## src/rtl/freq_meter_pkg.sv

```systemverilog
// Shared types and defaults for the frequency meter.
//   fm_state_t              : measurement FSM state encoding
//   FM_GATE_CYCLES_DEFAULT  : default gate window length in clk_in cycles (1 s at 100 MHz)
//   FM_FREC_IN_DEFAULT      : default clk_in frequency in Hz
package freq_meter_pkg;

    localparam int unsigned FM_GATE_CYCLES_DEFAULT = 100_000_000;
    localparam int unsigned FM_FREC_IN_DEFAULT     = 100_000_000;

    typedef enum logic [1:0] {
        IDLE    = 2'd0,
        MEASURE = 2'd1,
        DONE    = 2'd2
    } fm_state_t;

endpackage

```

## src/rtl/freq_meter_sync_edge.sv

```systemverilog
// Two-flop synchronizer followed by a registered rising-edge detector.
// rise is a one-cycle pulse appearing 3 clk_in cycles after a 0->1 on d.
// The synchronizer clears to 0, so d held high through reset release
// still produces exactly one pulse.
//   clk_in : clock
//   reset  : asynchronous active-low reset
//   d      : asynchronous input
//   rise   : registered rising-edge pulse
module sync_edge (
    input  logic clk_in,
    input  logic reset,
    input  logic d,
    output logic rise
);

    logic meta_q;
    logic sync_q;
    logic prev_q;
    logic rise_q;

    // Synchronizer chain, previous-value flop and registered edge pulse
    always_ff @(posedge clk_in or negedge reset) begin
        if (!reset) begin
            meta_q <= 1'b0;
            sync_q <= 1'b0;
            prev_q <= 1'b0;
            rise_q <= 1'b0;
        end else begin
            meta_q <= d;
            sync_q <= meta_q;
            prev_q <= sync_q;
            rise_q <= sync_q & ~prev_q;
        end
    end

    assign rise = rise_q;

endmodule

```

## src/rtl/freq_meter.sv

```systemverilog
// Gated frequency meter: counts rising edges of sig_in over a window of
// GATE_CYCLES clk_in cycles and reports the count.
// Build option: define FREQ_METER_AUTORESTART_EN for back-to-back windows
// (DONE returns straight to MEASURE; only reset returns to IDLE).
//   clk_in     : clock
//   reset      : asynchronous active-low reset
//   sig_in     : measured signal, asynchronous to clk_in
//   start      : single-cycle request to begin a measurement
//   busy       : measurement window in progress
//   freq_count : edge count of the last completed window
//   valid      : one-cycle pulse when freq_count updates
//   overflow   : last window's count saturated
module freq_meter
    import freq_meter_pkg::*;
#(
    parameter int unsigned frec_in     = FM_FREC_IN_DEFAULT,
    parameter int unsigned GATE_CYCLES = FM_GATE_CYCLES_DEFAULT,
    localparam int unsigned COUNT_W    = $clog2(GATE_CYCLES / 2 + 1)
) (
    input  logic               clk_in,
    input  logic               reset,
    input  logic               sig_in,
    input  logic               start,
    output logic               busy,
    output logic [COUNT_W-1:0] freq_count,
    output logic               valid,
    output logic               overflow
);

    localparam int unsigned        GATE_W    = $clog2(GATE_CYCLES);
    localparam logic [COUNT_W-1:0] COUNT_MAX = '1;
    localparam logic [GATE_W-1:0]  GATE_LAST = GATE_W'(GATE_CYCLES - 1);

    // A zero clock rate or a window shorter than 2 cycles has no meaningful count
    if (frec_in == 0 || GATE_CYCLES < 2) begin : g_bad_param
        $error("freq_meter: frec_in must be nonzero and GATE_CYCLES >= 2");
    end

    logic rise;

    sync_edge u_sync_edge (
        .clk_in (clk_in),
        .reset  (reset),
        .d      (sig_in),
        .rise   (rise)
    );

    fm_state_t           state_q;
    logic [GATE_W-1:0]   gate_q;
    logic [COUNT_W-1:0]  edge_q;
    logic                sat_q;
    logic                busy_q;
    logic                valid_q;
    logic                overflow_q;
    logic [COUNT_W-1:0]  freq_count_q;

    logic [COUNT_W-1:0]  edge_d;
    logic                sat_d;

    // Saturating edge count including this cycle's pulse; an edge arriving
    // at full scale is dropped and flagged instead of wrapping.
    always_comb begin
        edge_d = edge_q;
        sat_d  = sat_q;
        if (rise) begin
            if (edge_q == COUNT_MAX) begin
                sat_d = 1'b1;
            end else begin
                edge_d = edge_q + COUNT_W'(1);
            end
        end
    end

    // Measurement FSM with registered outputs
    always_ff @(posedge clk_in or negedge reset) begin
        if (!reset) begin
            state_q      <= IDLE;
            gate_q       <= '0;
            edge_q       <= '0;
            sat_q        <= 1'b0;
            busy_q       <= 1'b0;
            valid_q      <= 1'b0;
            overflow_q   <= 1'b0;
            freq_count_q <= '0;
        end else begin
            valid_q <= 1'b0;
            case (state_q)
                IDLE: begin
                    if (start) begin
                        state_q <= MEASURE;
                        gate_q  <= '0;
                        edge_q  <= '0;
                        sat_q   <= 1'b0;
                        busy_q  <= 1'b1;
                    end
                end
                MEASURE: begin
                    edge_q <= edge_d;
                    sat_q  <= sat_d;
                    gate_q <= gate_q + GATE_W'(1);
                    // Results are latched on entry so valid is high exactly in DONE
                    if (gate_q == GATE_LAST) begin
                        state_q      <= DONE;
                        busy_q       <= 1'b0;
                        valid_q      <= 1'b1;
                        freq_count_q <= edge_d;
                        overflow_q   <= sat_d;
                    end
                end
                DONE: begin
`ifdef FREQ_METER_AUTORESTART_EN
                    state_q <= MEASURE;
                    gate_q  <= '0;
                    edge_q  <= '0;
                    sat_q   <= 1'b0;
                    busy_q  <= 1'b1;
`else
                    state_q <= IDLE;
`endif
                end
                default: begin
                    state_q <= IDLE;
                    busy_q  <= 1'b0;
                end
            endcase
        end
    end

    assign busy       = busy_q;
    assign valid      = valid_q;
    assign freq_count = freq_count_q;
    assign overflow   = overflow_q;

endmodule

```

## config.mk

```make
export PLATFORM = sky130hd
export DESIGN_NAME = freq_meter
export DESIGN_NICKNAME = d
export VERILOG_FILES = /design/src/rtl/freq_meter_pkg.sv /design/src/rtl/freq_meter_sync_edge.sv /design/src/rtl/freq_meter.sv
export SDC_FILE = /design/constraint.sdc
export NUM_CORES = 1
export LEC_CHECK = 0
export CAP_MARGIN = 20
export CORE_MARGIN = 3
export CORE_UTILIZATION = 50
export CTS_CLUSTER_SIZE = 12
export DETAILED_ROUTE_END_ITERATION = 10
export DONT_BUFFER_PORTS = 1
export PLACE_DENSITY = 0.68
export REMOVE_ABC_BUFFERS = 1
export SLEW_MARGIN = 20
export SYNTH_ARGS = -nofsm -noshare
export SYNTH_HDL_FRONTEND = slang
export SYNTH_SLANG_ARGS = --single-unit
```

## constraint.sdc

```tcl
create_clock -name clk_in -period 2.28 [get_ports clk_in]
set_input_delay 0.342 -clock clk_in [delete_from_list [all_inputs] [get_ports clk_in]]
set_output_delay 0.342 -clock clk_in [all_outputs]
set_load 0.01 [all_outputs]
```

**Word-level counts from Yosys, hierarchy flattened**

Index checks and enable logic that the tools add are counted.
W data, S select, Z words.

- RAM bits: 0
- Memories kept: 0
- Word-level logic and storage cells: 47
- Register bits after elaboration: 89
- Output and inout bits: 29
- ROM bits: 0
- Latch bits: 0

- Reductions and logical operators: 6
- Equal/unequal tests: 6
- Div/mod/pow operators: 0
- Shift operators: 0
- Order comparisons: 0
- Bitwise operators: 3
- Add/sub/neg operators: 2
- Mux-type cells: 18
- Multipliers: 0

Operators by type and width:

| cell | number |
|---|---|
| $mux W26 | 3 |
| $pmux W27 S2 | 1 |
| $pmux W26 S2 | 1 |
| $add A27 B1 Y27 const B | 1 |
| $eq A27 B27 Y1 const B | 1 |
| $mux W27 | 1 |
| $add A26 B1 Y26 const B | 1 |
| $eq A26 B26 Y1 const B | 1 |
| $mux W1 | 7 |
| $reduce_and A2 Y1 | 3 |
| $mux W2 | 2 |
| $ne A2 B2 Y1 const B | 2 |
| $pmux W2 S2 | 1 |
| $pmux W1 S3 | 1 |
| $reduce_and A3 Y1 | 1 |
| $eq A2 B1 Y1 const B | 1 |
| $eq A2 B2 Y1 const B | 1 |
| $logic_not A2 Y1 | 1 |
| $not A1 Y1 | 2 |
| $pmux W1 S2 | 1 |
| $reduce_bool A2 Y1 | 1 |
| $and A1 B1 Y1 | 1 |

**Depth between registers and ports, before layout**

- Word-level depth: 4
- Depth in mapped cells: 8

**Hierarchy**

A second synthesis with hierarchy kept.

- Cell total of the unflattened synthesis: 475
- Area total of the unflattened synthesis: 4,638.2 um^2

By module, submodules not included:

| module | cells each | seq. area each (um^2) | area an instance (um^2) | instances |
|---|---|---|---|---|
| freq_meter | 470 | 2,127.0 | 4,524.3 | 1 |
| sync_edge | 5 | 100.1 | 113.9 | 1 |

**Worst setup path after synthesis**

No wires, ideal clock.

- Path type: flip-flop to flip-flop
- Start: register gate_q[0]
- End: register freq_count_q[16] (netlist: freq_count[16])
- Arrival: 2,105 ps
- Setup slack: 38 ps
- Setup time: 137 ps
- Clock period less this slack: 2,242 ps
- Data required time: 2,143 ps
- Path buffers: 2
- Stages on the path, launching flop included: 9
- Cell sequence: dfrtp_1 > ha_1 > nand3_1 > or2_2 > or4_1 > clkbuf_1 > clkbuf_1 > nand2_1 > o21ai_0

- Longest elaborated chain between the ends: 2

RTL lines:

| item | line | text |
|---|---|---|
| from (decl) | freq_meter.sv:49 | `logic [GATE_W-1:0] gate_q;` |
| from (signal assigned) | freq_meter.sv:100 | `gate_q <= gate_q + GATE_W'(1);` |
| $eq A27 B27 Y1 | freq_meter.sv:102 | `if (gate_q == GATE_LAST) begin` |
| $reduce_and A2 Y1 (no source line) | -- |  |
| to (signal assigned) | freq_meter.sv:106 | `freq_count_q <= edge_d;` |
| to (decl) | freq_meter.sv:55 | `logic [COUNT_W-1:0] freq_count_q;` |

No other way between the ends.
A chain may end at the register's enable or synchronous reset.

**Worst setup path after layout**

- Start: register edge_q[1]
- End: register edge_q[22]

- Longest elaborated chain between the ends: 4
- Elaborated cells on any way between the ends: 5

RTL lines:

| item | line | text |
|---|---|---|
| from (decl) | freq_meter.sv:50 | `logic [COUNT_W-1:0] edge_q;` |
| from (signal assigned) | freq_meter.sv:98 | `edge_q <= edge_d;` |
| $add A26 B1 Y26 or $eq A26 B26 Y1 (tied branches) | freq_meter.sv:69, freq_meter.sv:66 |  |
| $mux W26 (*) | freq_meter.sv:66 | `if (edge_q == COUNT_MAX) begin` |
| $mux W26 (*) | freq_meter.sv:65 | `if (rise) begin` |
| $pmux W26 S2 (*) | freq_meter.sv:87 | `case (state_q)` |

Every way passes the cells marked *; elsewhere a longest branch is shown, timed or not.

==> metrics.txt <==
fraction of the yosys area taken by sequential cells 0.481; Pins Over Slew Limit 0; Leakage Power 2.15 nW; drt drc 0; Slowest Stage Delay on Critical Path 470 ps; peak ir drop on the vdd network 0.380 mV; clock edge transition at the registers on the reported setup and hold paths 90 ps; post-synthesis async set-or-reset flop share 1.00; Synth warnings 0; fmax 0.459 GHz; post-CTS setup repair buffer count 0; failing checks negative hold slack; synth top area cells dfrtp_1, nand2_1, o21ai_0; netlist area before placement 0.00463 sq mm; final weighted congestion in routability-driven placement 0.898; data arrival time of the critical path 2450 ps; number of antenna cells inserted 0; worst-case reg-to-reg path depth 6; Distinct cells, synth 60; Critical Path Sink Type flip-flop; die boundary height 102 um; root buf cell clkbuf_8; number of levels in the clock H-tree 3; starting utilization of the core area 0.523; Ports 33; Setup WS post-layout 100 ps; number of clock sinks 89; routed length per instance 16.7 um; number of global-route vias before repair 3687; Max-Slew Margin vs Limit 0.591; number of standard-cell rows in the floorplan 34; fin crit period 2180 ps; total clock buffers created by CTS 9; worst skew pair latency 350 ps; global routing usage summed across all routing layers 0.209; post-cts hold buffer count 1; cells after synthesis 485; count of buffer and inverter cells on the critical path 0; Post-synth top flop dfrtp_1; count of antenna-violating nets left after detailed routing 0; count of vias placed by the detailed router 3796; Setup violations, final 0; Detailed Place HPWL 7170 um; worst setup slack before clock tree synthesis 74.1 ps; die outline width 102 um; setup repair after global routing missed its margin false; result of the run finished, violations left; family with the most delay on the worst path simple AND/OR/NAND/NOR gates; count of max-cap constraint violations 0; most used cell, CP or3_1; total negative setup slack 0 ps; fraction of layout cells with a size suffix above 1 0.155; synth cell count leaders dfrtp_1, nand2_1, o21ai_0, a21oi_1, nand3_1; number of enable-type register cells in the synthesized netlist 0; First DRT Iteration DRCs 186; Floorplan Core Area 0.00885 sq mm; CTS tree done; number of antenna violations at the first check in global routing 0; portion of synthesized cell area occupied by the leading cell type 0.481; worst slack on hold paths -325 ps; average cell area after synthesis 9.54 sq um; Least-Margin Pin Slew 612 ps; worst r2r dst edge_q[22]; number of buffers on the longest clock path 2; launching point of the worst reg2reg path edge_q[1]; area leader, netlist dfrtp_1; type of the tightest min-delay check primary input to asynchronous set/reset pin; startpoint type of the worst setup path flip-flop; worst-case clock skew 13.7 ps; Critical Path, Cell by Cell ha_1, nand4_1, or3_1, a2111o_1, or3_1, o21ai_0; crit share post-route 0.956; endpoints failing hold 89; power density normalized to cell area 745 mW/mm^2; maximum number of pins on one net before global-route repair 90; reg-to-reg slack, setup 100 ps; detail-routed via count per cell 6.08; slowest library cell on the worst path or3_1; WS Path Type flip-flop to flip-flop; total of buffers placed on input and output ports 0; Req. time, crit path 2550 ps; wire length of the first global-routing pass 17600 um; Detailed Routing Iterations Pass 1 4; gr ovfl total 0; number of register bits inferred by synthesis 89; peak fanout along the critical path 5; layout-stage area growth over the synthesis result 12.7%; final net count 517; most frequent cell after synthesis dfrtp_1; drt total wl 10400 um; die area 0.0104 sq mm
-- area by class of cell --
cell class / count / area [sq um]
clock inverters: 4 / 76.3
inverters: 10 / 37.5
multi-input cells: 358 / 2270
fillers: 779 / 3630
flip-flops and latches: 89 / 2230
repair buffers: 43 / 325
clock buffers: 12 / 145
well taps: 108 / 135
-- per-layer routing --
layer | vias to the layer above | global-route usage | part of all wire
li1 | 1839 | - | -
met1 | 1855 | 0.282 | 0.46
met2 | 89 | 0.345 | 0.48
met3 | 13 | 0.0307 | 0.042
met4 | 0 | 0.0737 | 0.017
met5 | - | 0 | 0
-- cells in the final DEF, fill, tap and decap left out, types with 3 or more instances in the layout --
| cell type | instances |
|---|---|
| nor2_1 | 18 |
| o41ai_1 | 3 |
| nand3_1 | 25 |
| o211ai_1 | 12 |
| mux2i_1 | 9 |
| nor4_1 | 4 |
| a21oi_1 | 26 |
| or4_1 | 5 |
| o21ai_1 | 3 |
| and2_1 | 3 |
| o31ai_1 | 7 |
| nor3_1 | 6 |
| nand2b_1 | 8 |
| a31oi_1 | 18 |
| inv_1 | 10 |
| a211oi_2 | 3 |
| dfrtp_1 | 88 |
| a2111oi_4 | 4 |
| and4_1 | 5 |
| clkbuf_8 | 10 |
| nand2_1 | 69 |
| xnor2_1 | 19 |
| nand4_1 | 15 |
| buf_4 | 42 |
| o21ai_0 | 48 |
| and3_1 | 4 |
-- repair_timing --
action,CTS,global route
resized for setup,0,8
setup endpoints to repair,0,6
hold endpoints to repair,90,89
-- where the power goes --
group | internal, mW | switching (mW) | total (mW)
logic | 0.312 | 0.310 | 0.622
registers | 1.78 | 0.260 | 2.04
clock network | 0.651 | 0.568 | 1.22
total | 2.75 | 1.14 | 3.89
-- stage by stage --
step	cell area, sq um	std cells	power, mW	utilization
global route	5220	624	4.10	0.589
CTS	5180	624	3.89	0.586
detailed placement	4950	607	2.68	0.560
global placement	4950	607	2.63	0.560
floorplan	4500	457	2.45	-
finish	5220	624	3.89	0.589
-- how the worst max path moves through the flow --
stage	cells past startpoint	startpoint	to
after detailed placement	6	gate_q[1]	freq_count[20]
after global placement	6	gate_q[1]	freq_count[20]
final	6	edge_q[1]	edge_q[22]
after floorplan	3	state_q[1]	freq_count[0]
after global routing	5	edge_q[7]	edge_q[15]
after CTS	6	gate_q[1]	freq_count[20]
-- cells by family after synthesis --
kind of cell	synth area share
AOI/OAI and AO/OA	0.212
xor gates and xnor gates	0.0397
DFF	0.481
muxes	0.0219
and+or+nand+nor	0.204
adders and majority gates	0.00541
buffers and inverters	0.0360
-- state kept, by name, indices dropped and copies added (netlist names) --
name / count
busy: 1
u_sync_edge.prev_q: 1
gate_q: 27
u_sync_edge.sync_q: 1
u_sync_edge.meta_q: 1
valid: 1
sat_q: 1
freq_count: 26
state_q: 2
overflow: 1
u_sync_edge.rise: 1
edge_q: 26
(Power assumes the default switching activity.)
